## src/rtl/conv_pkg.sv

```systemverilog
// Shared types and sizing helpers for the Laplacian convolution sequencer.
package conv_pkg;

    typedef enum logic [1:0] {
        IDLE   = 2'd0,
        RUN    = 2'd1,
        DRAIN  = 2'd2,
        FINISH = 2'd3
    } state_t;

    localparam int DEF_IMG_W = 28;
    localparam int DEF_IMG_H = 28;

    // Bits needed to hold 0..value-1, never narrower than one bit.
    function automatic int width_of(input int value);
        return (value <= 2) ? 1 : $clog2(value);
    endfunction

    function automatic int win_count(input int w, input int h);
        return (w - 2) * (h - 2);
    endfunction

endpackage

```

## src/rtl/conv_valid_pipe.sv

```systemverilog
// Valid-token shift register; taps[i] is the input delayed by i+1 cycles.
module conv_valid_pipe #(
    parameter int DEPTH = 5
) (
    input  logic             clk,
    input  logic             clear,
    input  logic             din,
    output logic [DEPTH-1:0] taps
);

    always_ff @(posedge clk) begin
        if (clear) begin
            taps <= '0;
        end else begin
            taps <= {taps[DEPTH-2:0], din};
        end
    end

endmodule

```

## src/rtl/laplacian_conv_sequencer.sv

```systemverilog
// Raster-order window sequencer for the 3x3 Laplacian datapath: issues window
// addresses, steps the adder-stage enables and emits result write addresses.
module laplacian_conv_sequencer
    import conv_pkg::*;
#(
    parameter int IMG_W       = DEF_IMG_W,
    parameter int IMG_H       = DEF_IMG_H,
    parameter int RD_LAT      = 1,
    parameter int PIPE_STAGES = 4,
    localparam int ROW_W = width_of(IMG_H),
    localparam int COL_W = width_of(IMG_W),
    localparam int RD_W  = width_of(IMG_W * IMG_H),
    localparam int WR_W  = width_of(win_count(IMG_W, IMG_H))
) (
    input  logic                   clk,
    input  logic                   reset,
    input  logic                   start,
    input  logic                   abort,
    output logic [ROW_W-1:0]       win_row,
    output logic [COL_W-1:0]       win_col,
    output logic [RD_W-1:0]        rd_addr,
    output logic                   win_valid,
    output logic [PIPE_STAGES-1:0] stage_en,
    output logic [WR_W-1:0]        wr_addr,
    output logic                   wr_en,
    output logic                   busy,
    output logic                   done
);

    localparam int N     = win_count(IMG_W, IMG_H);
    localparam int DEPTH = RD_LAT + PIPE_STAGES;

    localparam logic [ROW_W-1:0] ROW_LAST = ROW_W'(IMG_H - 2);
    localparam logic [COL_W-1:0] COL_LAST = COL_W'(IMG_W - 2);
    localparam logic [WR_W-1:0]  WR_LAST  = WR_W'(N - 1);
    localparam logic [RD_W-1:0]  IMG_W_RD = RD_W'(IMG_W);

    state_t           state;
    logic [DEPTH-1:0] taps;
    logic [ROW_W-1:0] row_nxt;
    logic [COL_W-1:0] col_nxt;
    logic             last_win;

    assign last_win = (win_row == ROW_LAST) && (win_col == COL_LAST);

    always_comb begin
        row_nxt = win_row;
        col_nxt = win_col + COL_W'(1);
        if (win_col == COL_LAST) begin
            row_nxt = win_row + ROW_W'(1);
            col_nxt = COL_W'(1);
        end
    end

    always_ff @(posedge clk) begin
        if (reset || abort) begin
            state     <= IDLE;
            win_valid <= 1'b0;
            busy      <= 1'b0;
            done      <= 1'b0;
            if (reset) begin
                win_row <= '0;
                win_col <= '0;
                rd_addr <= '0;
                wr_addr <= '0;
            end
        end else begin
            done <= 1'b0;
            if (wr_en) begin
                wr_addr <= wr_addr + WR_W'(1);
            end
            case (state)
                IDLE: begin
                    if (start) begin
                        state     <= RUN;
                        busy      <= 1'b1;
                        win_valid <= 1'b1;
                        win_row   <= ROW_W'(1);
                        win_col   <= COL_W'(1);
                        rd_addr   <= IMG_W_RD + RD_W'(1);
                        wr_addr   <= '0;
                    end
                end
                RUN: begin
                    if (last_win) begin
                        state     <= DRAIN;
                        win_valid <= 1'b0;
                    end else begin
                        win_row <= row_nxt;
                        win_col <= col_nxt;
                        rd_addr <= RD_W'(row_nxt) * IMG_W_RD + RD_W'(col_nxt);
                    end
                end
                // The last result is the one whose index is N-1; every earlier
                // token has already left the pipe by then.
                DRAIN: begin
                    if (wr_en && (wr_addr == WR_LAST)) begin
                        state <= FINISH;
                        busy  <= 1'b0;
                        done  <= 1'b1;
                    end
                end
                FINISH: state <= IDLE;
                default: state <= IDLE;
            endcase
        end
    end

    conv_valid_pipe #(
        .DEPTH(DEPTH)
    ) u_valid_pipe (
        .clk  (clk),
        .clear(reset | abort),
        .din  (win_valid),
        .taps (taps)
    );

    assign stage_en = taps[DEPTH-2:RD_LAT-1];
    assign wr_en    = taps[DEPTH-1];

endmodule
```

## config.mk

```make
export PLATFORM = sky130hd
export DESIGN_NAME = laplacian_conv_sequencer
export DESIGN_NICKNAME = d
export VERILOG_FILES = /design/src/rtl/conv_pkg.sv /design/src/rtl/conv_valid_pipe.sv /design/src/rtl/laplacian_conv_sequencer.sv
export SDC_FILE = /design/constraint.sdc
export NUM_CORES = 1
export LEC_CHECK = 0
export CAP_MARGIN = 10
export CELL_PAD_IN_SITES_DETAIL_PLACEMENT = 1
export CELL_PAD_IN_SITES_GLOBAL_PLACEMENT = 2
export CORE_UTILIZATION = 37
export CTS_BUF_LIST = sky130_fd_sc_hd__clkbuf_2 sky130_fd_sc_hd__clkbuf_4 sky130_fd_sc_hd__clkbuf_8
export DETAILED_ROUTE_END_ITERATION = 16
export PLACE_DENSITY = 0.91
export SYNTH_ARGS = -nofsm -noshare
export SYNTH_HDL_FRONTEND = slang
export SYNTH_SLANG_ARGS = --single-unit
```

## constraint.sdc

```tcl
create_clock -name clk -period 8.9 [get_ports clk]
set_input_delay 2.67 -clock clk [delete_from_list [all_inputs] [get_ports clk]]
set_output_delay 2.67 -clock clk [all_outputs]
set_load 0.02 [all_outputs]
```

Word level (Yosys, flattened, before mapping)
Cells that the tools add are included.
{"block": "classes", "add_sub_neg": 4, "multipliers": 1, "n_div": 0, "magnitude_cmp": 0, "n_eq_ne": 12, "shifts": 0, "muxes": 29, "n_bitwise": 2, "reduce_logical": 12}
{"operator": "$mux W10", "count": 8}
{"operator": "$mux W5", "count": 8}
{"operator": "$pmux W10 S2", "count": 1}
{"operator": "$pmux W5 S2", "count": 2}
{"operator": "$add A10 B1 Y10 const B", "count": 1}
{"operator": "$add A10 B5 Y10", "count": 1}
{"operator": "$add A5 B1 Y5 const B", "count": 2}
{"operator": "$eq A10 B10 Y1 const B", "count": 1}
{"operator": "$eq A5 B5 Y1 const B", "count": 2}
{"operator": "$reduce_and A3 Y1", "count": 3}
{"operator": "$mul A5 B3 Y8 const B", "count": 1}
{"operator": "$ne A2 B2 Y1 const B", "count": 4}
{"operator": "$pmux W2 S4", "count": 1}
{"operator": "$mux W2", "count": 3}
{"operator": "$ne A3 B3 Y1 const B", "count": 2}
{"operator": "$eq A2 B2 Y1 const B", "count": 2}
{"operator": "$mux W1", "count": 4}
{"operator": "$pmux W1 S2", "count": 2}
{"operator": "$reduce_and A4 Y1", "count": 1}
{"operator": "$reduce_bool A2 Y1", "count": 2}
{"operator": "$reduce_bool A3 Y1", "count": 1}
{"operator": "$eq A2 B1 Y1 const B", "count": 1}
{"operator": "$logic_and A1 B1 Y1", "count": 2}
{"operator": "$logic_not A2 Y1", "count": 1}
{"operator": "other kinds (4)", "count": 4}
{"block": "word_totals", "regBits": 40, "latch_bits": 0, "mem_bits_rw": 0, "romBits": 0, "inputBits": 4, "output_inout_bits": 38, "word_cells": 69, "mem_count": 0}

Longest topological paths before layout
Gate-level depths: netlist of the first run.
{"block": "logic_depth", "ltp_word": 7, "ltp_mapped": 14, "mapped_depth_nobuf": 13}

By module
Synthesis of the first run repeated with hierarchy kept, for this count alone.
{"block": "hier_totals", "cells_unflattened": 234, "hier_area_um2": 2411.1}
{"module": "laplacian_conv_sequencer", "n_inst": 1, "cells_per_inst": 224, "area_per_inst_um2": 2279.7, "seq_area_each_um2": 940.9}
{"module": "conv_valid_pipe", "n_inst": 1, "cells_per_inst": 10, "area_per_inst_um2": 131.4, "seq_area_each_um2": 100.1}

Least setup slack after synthesis of the first run
Ideal clock, no wire load.
{"block": "synth_timing", "kind": "input -> register", "from": "input port abort", "to": "register rd_addr[8], data pin", "setup_ns": 0.129, "t_arrival_ns": 3.525, "required_time_ns": 8.771, "setup_slack_ns": 5.246, "path_stages": 5, "path_buffers": 1, "path_cell_list": "or2_2 > buf_2 > nor2_1 > and3_1 > mux2_2"}
{"block": "synth_via", "elab_chain_cells": 2}
{"item": "from (decl)", "line_no": "laplacian_conv_sequencer.sv:18", "rtl": "input logic abort,"}
{"item": "$logic_or A1 B1 Y1", "line_no": "laplacian_conv_sequencer.sv:56", "rtl": "if (reset || abort) begin"}
{"item": "$mux W10", "line_no": "laplacian_conv_sequencer.sv:56"}
{"item": "to (signal assigned)", "line_no": "laplacian_conv_sequencer.sv:80", "rtl": "rd_addr <= IMG_W_RD + RD_W'(1);"}
{"item": "to (signal assigned)", "line_no": "laplacian_conv_sequencer.sv:91", "rtl": "rd_addr <= RD_W'(row_nxt) * IMG_W_RD + RD_W'(col_nxt);"}
{"item": "to (decl)", "line_no": "laplacian_conv_sequencer.sv:21", "rtl": "output logic [RD_W-1:0] rd_addr,"}
No other way between the ends.
A chain may end at the register's enable or synchronous reset.

Worst setup path in the final report of the first run
{"block": "layout_timing", "from": "input port abort", "to": "register rd_addr[9], data pin"}
Same word-level chain as after synthesis.

==> out/results.ini, run 1 <==
[status]
outcome = completed

[critical_path]
crit_path_end_kind = flip-flop
reg2reg_setup_slack_ns = 4.69
r2r-start = rd_addr[0]
critPathKind = in2reg
cp_top_family = simple AND/OR/NAND/NOR gates
worst_setup_path_start_kind = input port
worst_path_max_delay_cell = nor2_1
cpPeakStageDelay_ns = 0.56
cp_data_required_time_ns = 9.06
cp_cell_sequence = clkdlybuf4s50_1 > nor2_1 > nand2_1 > a21o_1 > mux2i_1
startpoint = abort
critical_path_buf_inv_count = 1
r2r_cells = 12
reg2reg_to = rd_addr[8]
crit_fanout = 13
critPathArrivalTime_ns = 4.48

[synth]
synth_xor_xnor_area_share = 0.0867
syn_inst = 235
synth_top_family_by_area = simple AND/OR/NAND/NOR gates
synth_top_cell_by_area = edfxtp_1
syn_area_sq_um = 2410
ys_warn_count = 0
ys_seq_elements = 38
ys.flop_type = edfxtp_1
synth-seq-area-share = 0.432
synth.distinct_cells = 50
synth_area_leaders = edfxtp_1 (35%), ha_1 (9.9%), dfxtp_1 (8.3%), nor2_1 (4.4%), xnor2_1 (4.0%)
synth_edf_count = 28
synth_compound_area_frac = 0.118
synthSimpleGateAreaFrac = 0.190
syn_avg_cell_area_sq_um = 10.3
synth_fa_ha_area_frac = 0.115
async_reset_ff_frac = 0
synthMuxAreaShare = 0.0254
yosysTopAreaCellShare = 0.349
syn-num-nets = 260
synth_commonest_cells = edfxtp_1 (28), nor2_1 (28), ha_1 (19)

[clock_network]
clk_pin_slew_worst_paths_ns = 0.08
numCtsBuffers = 5
ctsResizeCount = 0
cts_sinks = 38
htreeDepth = 2
clockBufferDepth = 2
holdBufCountCts = 0
clock_latency_ns = 0.30
cts_setup_buffers = 0
cts_tree = built
cts-root-buf = clkbuf_8

[timing]
setup_viol = 0
slew_viol_final = 0
period_needed_ns = 4.32
rsz0062_at_grt = false
fin_crit_sh = 0.485
fmax_mhz = 232
finalHoldViolCount = 0
tightest_slew_ns = 0.781
finalWorstSetupSlack_ns = 4.58
max_slew_margin = 0.480
hold_ws_ns = 0.463
fin_skew_ns = 0.0105
tns_ns = 0

[final_layout]
fin_cells = 353
fillerInstances = 732
final_nets = 300
n_antenna_cell = 0
ff_latch_area_sq_um = 1040
finalCoreUtilization = 0.469
multi_input_area_sq_um = 1290
final_layout_size_suffix_gt1_frac = 0.0688
area_growth_pct = 22.8

[power_and_ir_drop]
ir_worst_vdd_mv = 0.0680
leakage_nw = 1.13
p_per_area_nw_per_um2 = 156

[floorplanning]
num_rows = 29
die_y_um = 82.7
die_x_um = 82.7
core_sq_um = 6310
fp.dieArea_sq_um = 6840
initial_core_util = 0.382
io_pins = 42

[route]
drt_iter0_markers = 60
via_per_inst = 5.27
routed_wl_um = 5600
drt-pass1-iter-count = 4
final_antenna_net_count = 0
drc = 0
vias = 1862
avgRoutedWirePerCell_um = 15.9

[worst_hold_path]
hold_end = u_valid_pipe.taps[3]
hold_path.startpoint = u_valid_pipe.taps[2]
whs_path_depth = 1
hold_class = reg2reg

[global_routing]
grt_max_degree = 19
antenna_found_initial = 0
grt_pass1_wl_um = 8960
grt_pass1_vias = 1857
grtUsageTotal = 0.180
gr-total-overflow = 0

[placed_design]
preCtsSetupSlack_ns = 4.26
hpwl_um = 4130
io_buffers = 41
placed_cells_incl_taps = 345
gp_congestion = 0.760

[run]
drv_cap = 0

==> metal layers <==
| metal | share of wire | track usage |
|---|---|---|
| met3 | 0.029 | 0.0330 |
| met4 | 0.016 | 0.0707 |
| met1 | 0.48 | 0.239 |
| met5 | 0 | 0 |
| met2 | 0.47 | 0.288 |
==> final cells by class <==
| cell class | instances | area share |
|---|---|---|
| inverter | 10 | 0.0127 |
| tap | 77 | 0.0325 |
| sequential | 38 | 0.352 |
| clock buffer | 5 | 0.0232 |
| clock inverter | 3 | 0.00549 |
| multi-input combinational | 179 | 0.436 |
| timing repair buffer | 41 | 0.139 |
==> logic make-up (layout without fill, tap and decap cells) <==
family	count (synthesis)	after routing
flip-flops	38	38
multiplexers	6	6
AND/OR/NAND/NOR	86	86
XOR/XNOR	23	23
adder cells (fa/ha/maj)	21	21
buffers and inverters	18	59
AO/OA/AOI/OAI	43	43
==> sequential cells by signal, indices dropped and copies added (netlist names) <==
name and count:
busy 1, done 1, rd_addr 9, state 2, u_valid_pipe.taps 5, win_col 4, win_row 5, win_valid 1
wr_addr 10
==> placed cells by master (no fill, tap or decap), types with 8 or more instances in the layout <==
cell / synthesis / routed
inv_1: 10 / 10
edfxtp_1: 28 / 28
clkdlybuf4s50_1: 0 / 41
a21oi_1: 8 / 8
dfxtp_1: 10 / 10
xnor2_1: 11 / 11
nor2_1: 28 / 28
ha_1: 19 / 19
o21ai_0: 11 / 11
xor2_1: 11 / 11
nand2_1: 13 / 13
==> worst register-to-register path: stages (launching register included) <==
cell and delay (ns):
edfxtp_1 0.50, inv_1 0.11, ha_1 0.19, and4b_1 0.60
nand2_1 0.19, xor2_1 0.42, xor2_1 0.20, ha_1 0.26
ha_1 0.36, o21ai_0 0.30, nor2_1 0.11, nor4_1 0.35
mux2_2 0.37
==> how the worst max path moves through the flow <==
| stage | endpoint | slack (ns) | cells past startpoint |
|---|---|---|---|
| 2_1_floorplan | rd_addr[8] | 5.25 | 5 |
| 3_3_place_gp | rd_addr[9] | 4.31 | 5 |
| 3_5_place_dp | rd_addr[9] | 4.26 | 5 |
| 4_1_cts | rd_addr[9] | 4.58 | 5 |
| 5_1_grt | rd_addr[8] | 4.41 | 12 |
| 6_report | rd_addr[9] | 4.58 | 5 |
==> through the flow <==
| step | power (mW) | instance area (sq um) |
|---|---|---|
| after detailed placement | 0.344 | 2880 |
| after global routing | 0.489 | 2960 |
| after CTS | 0.467 | 2960 |
| after global placement | 0.340 | 2880 |
| final | 0.463 | 2960 |
| after floorplan | 0.302 | 2410 |
==> report_power, final <==
part           switching, mW  internal [mW]  leakage, nW  total, mW
logic                 0.0712         0.0554        0.701      0.127
registers             0.0118          0.202        0.383      0.213
clock network         0.0689         0.0538       0.0416      0.123
Power figures use the tool's default switching activity.
==> inputs of run 2 (changes only) <==
--- a/config.mk
+++ b/config.mk
@@ -8,10 +8,10 @@
 export CAP_MARGIN = 10
 export CELL_PAD_IN_SITES_DETAIL_PLACEMENT = 1
 export CELL_PAD_IN_SITES_GLOBAL_PLACEMENT = 2
-export CORE_UTILIZATION = 37
+export CORE_UTILIZATION = 31
 export CTS_BUF_LIST = sky130_fd_sc_hd__clkbuf_2 sky130_fd_sc_hd__clkbuf_4 sky130_fd_sc_hd__clkbuf_8
 export DETAILED_ROUTE_END_ITERATION = 16
-export PLACE_DENSITY = 0.91
+export PLACE_DENSITY = 0.82
 export SYNTH_ARGS = -nofsm -noshare
 export SYNTH_HDL_FRONTEND = slang
 export SYNTH_SLANG_ARGS = --single-unit
==> constraint.sdc (replaced) <==
create_clock -name clk -period 3.9 [get_ports clk]
set_input_delay 1.17 -clock clk [delete_from_list [all_inputs] [get_ports clk]]
set_output_delay 1.17 -clock clk [all_outputs]
set_load 0.02 [all_outputs]
==> out/results.ini, run 2 (synthesis results as in run 1) <==
[floorplanning]
die_y_um = 90.2
core_sq_um = 7370
num_rows = 31
initial_core_util = 0.327
fp.dieArea_sq_um = 8130
die_x_um = 90.2
io_pins = 42

[clock_network]
cts_tree = built
clk_pin_slew_worst_paths_ns = 0.08
cts-root-buf = clkbuf_8
htreeDepth = 2
clockBufferDepth = 2
numCtsBuffers = 5
clock_latency_ns = 0.30
cts_sinks = 38

[timing]
fin_crit_sh = 0.937
period_needed_ns = 3.65
hold_ws_ns = 0.461
max_slew_margin = 0.510
setup_viol = 0
finalHoldViolCount = 0
fmax_mhz = 274
tightest_slew_ns = 0.734
fin_skew_ns = 0.00708
slew_viol_final = 0

[placed_design]
gp_congestion = 0.789
placed_cells_incl_taps = 372
io_buffers = 41
hpwl_um = 4180

[critical_path]
r2r-start = win_col[1]
critPathArrivalTime_ns = 3.72
worst_path_max_delay_cell = edfxtp_1
startpoint = win_col[1]
cp_data_required_time_ns = 3.96
crit_path_end_kind = flip-flop
worst_setup_path_start_kind = flip-flop
cp_common_cell = ha_1
cp_cell_sequence = ha_1 > and4b_2 > nand4_1 > xor2_2 > buf_4 > xor2_1 > ha_1 > ha_1 > a211oi_2 > nor2_1 > nor4_2 > mux2_2
cpPeakStageDelay_ns = 0.43
critPathKind = reg2reg
crit_fanout = 9

[route]
wl_met3_um = 154
drt-pass1-iter-count = 4
highest_layer = met4
via_per_inst = 4.93
drt-met1-wl_um = 2750
vias = 1882
routed_wl_um = 5540
wl_met2_um = 2560
drc = 0
final_antenna_net_count = 0
avgRoutedWirePerCell_um = 14.5
drt_iter0_markers = 45

[global_routing]
gr-total-overflow = 0
grt_max_degree = 19
antenna_found_initial = 0
grt_pass1_vias = 1910
grtUsageTotal = 0.145
grt_pass1_wl_um = 9480

[power_and_ir_drop]
leakage_nw = 1.18
p_total_mw = 1.08
ir_worst_vdd_mv = 0.129
p_per_area_nw_per_um2 = 353
p_seq_frac = 0.446
switchingPower_mw = 0.347
p_clk_frac = 0.274
power.internal_mw = 0.737
p_comb_frac = 0.280
switching_share = 0.320

[final_layout]
fillerInstances = 841
final_layout_size_suffix_gt1_frac = 0.110
top_register = wr_addr
n_antenna_cell = 0
final_nets = 307
largest_reg_flops = 10
fin_cells = 382
layout_common_cells = clkdlybuf4s50_1 (41), nor2_1 (28), edfxtp_1 (28)
reg_top3 = wr_addr (10), rd_addr (9)
area_growth_pct = 27.3
mostFrequentLayoutCell = clkdlybuf4s50_1

[status]
outcome = completed

[run]
drv_cap = 0

[worst_hold_path]
hold_class = reg2reg
hold_path.startpoint = u_valid_pipe.taps[3]

-- run 2: critical path, delay by kind of cell, from the launching register on --
family / cells / cell delay (ns)
adder cells (fa/ha/maj): 3 / 0.77
flip-flops: 1 / 0.43
AND/OR/NAND/NOR: 4 / 0.98
AO/OA/AOI/OAI: 1 / 0.34
multiplexers: 1 / 0.36
XOR/XNOR: 2 / 0.38
buffers and inverters: 1 / 0.16
-- run 2: what timing repair did --
item | in CTS | in global routing
buffers inserted | 0 | 2
gates resized for setup | 0 | 5
hold buffers | 0 | 0
endpoints found under the setup margin | 0 | 2
endpoints found under the hold margin | 0 | 0
-- run 2: final timing paths --
check | cells past startpoint | slack [ns] | to
setup reg to reg | 12 | 0.25 | rd_addr[8]
hold / removal | 1 | 0.46 | u_valid_pipe.taps[4]
hold reg to reg | 1 | 0.46 | u_valid_pipe.taps[4]
setup / recovery | 12 | 0.25 | rd_addr[8]
-- run 2: power groups by stage --
stage | Sequential [mW] | Clock [mW] | Combinational, mW
6_report | 0.483 | 0.297 | 0.303
5_1_grt | 0.488 | 0.319 | 0.338
4_1_cts | 0.484 | 0.303 | 0.298
3_5_place_dp | 0.493 | 0 | 0.295
3_3_place_gp | 0.493 | 0 | 0.290
2_1_floorplan | 0.517 | 0 | 0.173
-- run 2: final cells by class --
type / count / area, sq um / area share
Tap cell: 99 / 124 / 0.0403
Sequential cell: 38 / 1040 / 0.339
Multi-Input combinational cell: 179 / 1310 / 0.427
Inverter: 10 / 37.5 / 0.0122
Timing Repair Buffer: 48 / 463 / 0.151
Clock inverter: 2 / 11.3 / 0.00367
Clock buffer: 6 / 82.6 / 0.0269
-- run 2: per-layer routing --
metal  vias up  GRT usage
met4         0     0.0484
met5         -          0
met2        25      0.236
met3         6     0.0305
li1        937          -
met1       914      0.192
-- run 2: stage by stage --
step | instance area [sq um] | TNS (ns) | util | worst slack (ns)
after floorplan | 2410 | 0 | - | 0.326
after global placement | 2940 | 0 | 0.399 | 0.235
after detailed placement | 2940 | 0 | 0.399 | 0.114
after CTS | 3040 | 0 | 0.412 | 0.0985
after global routing | 3070 | -0.00460 | 0.417 | -0.00264
final | 3070 | 0 | 0.417 | 0.247
==> inputs of run 3 (changes only) <==
==> constraint.sdc (replaced) <==
create_clock -name clk -period 3.2 [get_ports clk]
set_input_delay 0.32 -clock clk [delete_from_list [all_inputs] [get_ports clk]]
set_output_delay 0.32 -clock clk [all_outputs]
set_load 0.02 [all_outputs]
==> out/results.ini, run 3 (synthesis results as in run 1) <==
[timing]
setup_viol = 3
fin_crit_sh = 1.03
finalHoldViolCount = 0
period_needed_ns = 3.30
finalWorstSetupSlack_ns = -0.0979
hold_ws_ns = 0.460
fin_skew_ns = 0.00695
rsz0062_at_grt = true
max_slew_margin = 0.471
tightest_slew_ns = 0.794
slew_viol_final = 0
fmax_mhz = 303

[critical_path]
critical_path_buf_inv_count = 2
cp_data_required_time_ns = 3.34
worst_setup_path_start_kind = flip-flop
cp_cell_sequence = inv_1 > ha_2 > and4b_2 > nand4_1 > xor2_2 > inv_2 > ha_4 > fa_2 > a211oi_4 > o22ai_2 > nor4bb_2 > mux2i_1
crit_path_end_kind = flip-flop
worst_path_max_delay_cell = fa_2
cp_top_family = adder cells
critPathArrivalTime_ns = 3.44
r2r-start = rd_addr[0]
critPathKind = reg2reg
crit_fanout = 5
cpPeakStageDelay_ns = 0.43
startpoint = rd_addr[0]

[final_layout]
layout_common_cells = clkdlybuf4s50_1 (41), buf_4 (37), edfxtp_1 (28)
area_growth_pct = 41.2
reg_top3 = wr_addr (10), rd_addr (9)
fin_cells = 412
final_nets = 337
n_antenna_cell = 0
final_layout_size_suffix_gt1_frac = 0.243
largest_reg_flops = 10
top_register = wr_addr
mostFrequentLayoutCell = clkdlybuf4s50_1

[placed_design]
placed_cells_incl_taps = 402
io_buffers = 41
hpwl_um = 4680
gp_congestion = 0.780

[floorplanning]
die_y_um = 90.2
core_sq_um = 7370
num_rows = 31
fp.dieArea_sq_um = 8130
initial_core_util = 0.327
die_x_um = 90.2
io_pins = 42

[clock_network]
clock_latency_ns = 0.29
cts_tree = built
cts-root-buf = clkbuf_8
clk_pin_slew_worst_paths_ns = 0.08
cts_sinks = 38
holdBufCountCts = 0
clockBufferDepth = 2
numCtsBuffers = 5
htreeDepth = 2

[global_routing]
gr-total-overflow = 0
grt_max_degree = 19
grt_pass1_wl_um = 10400
antenna_found_initial = 0
grtUsageTotal = 0.159
grt_pass1_vias = 2130

[route]
via_per_inst = 4.89
final_antenna_net_count = 0
routed_wl_um = 6160
drt_iter0_markers = 76
drc = 0
avgRoutedWirePerCell_um = 15.0
vias = 2013
drt-pass1-iter-count = 4

[power_and_ir_drop]
ir_worst_vdd_mv = 0.164
p_per_area_nw_per_um2 = 427
leakage_nw = 1.32

[worst_hold_path]
hold_class = reg2reg
hold_path.startpoint = u_valid_pipe.taps[2]

[status]
failed_checks = setup timing
outcome = complete, but fails checks

[run]
drv_cap = 0

## run 3: cell types whose count changed in the layout (fill, tap and decap cells not counted), sizes merged
cell and change:
buf +30
## run 3: final cells by class
class	instances	area, sq um
clock buffers	6	82.6
fillers	839	3970
well taps	99	124
multi-input cells	179	1420
inverters	10	37.5
flip-flops and latches	38	1040
clock inverters	2	11.3
repair buffers	78	688
## run 3: metrics by stage
stage	power, mW	cell area [sq um]	utilization	setup TNS, ns	worst slack [ns]
CTS	1.46	3380	0.459	-0.168	-0.0995
global placement	1.05	3210	0.436	-0.142	-0.0792
finish	1.45	3400	0.462	-0.186	-0.0979
global route	1.53	3400	0.462	-0.772	-0.305
detailed placement	1.06	3210	0.436	-0.529	-0.278
floorplan	0.862	2460	-	-0.581	-0.235
## run 3: layer usage
layer / track usage / up-vias / routed length [um]
li1: - / 1003 / -
met1: 0.210 / 965 / 3010
met2: 0.268 / 38 / 2920
met3: 0.0262 / 7 / 155
met4: 0.0457 / 0 / 70
met5: 0 / - / 0
## run 3: worst reg2reg max path: cells and delay by family (launching register included)
kind	cells	cell delay, ns
AOI/OAI and AO/OA	2	0.43
xor gates and xnor gates	1	0.25
adders and majority gates	3	0.88
buffers and inverters	2	0.16
DFF	1	0.39
muxes	1	0.23
and+or+nand+nor	3	0.81
## run 3: report_power, final
group | switching (mW) | internal [mW] | total (mW)
Clock | 0.185 | 0.174 | 0.359
Sequential | 0.0241 | 0.561 | 0.585
Combinational | 0.257 | 0.251 | 0.508
Total | 0.466 | 0.986 | 1.45
## run 3: path summary, 6_finish.rpt
check | endpoint | slack [ns] | cells past startpoint
setup / recovery | rd_addr[9] | -0.1 | 12
hold / removal | u_valid_pipe.taps[3] | 0.46 | 1
setup reg to reg | rd_addr[9] | -0.1 | 12
hold reg to reg | u_valid_pipe.taps[3] | 0.46 | 1
## run 3: repair_timing
item,4_1_cts,5_1_grt
cloned,0,0
setup endpoints to repair,3,4
resized for setup,15,2
setup buffers,1,1
pin swaps,8,1
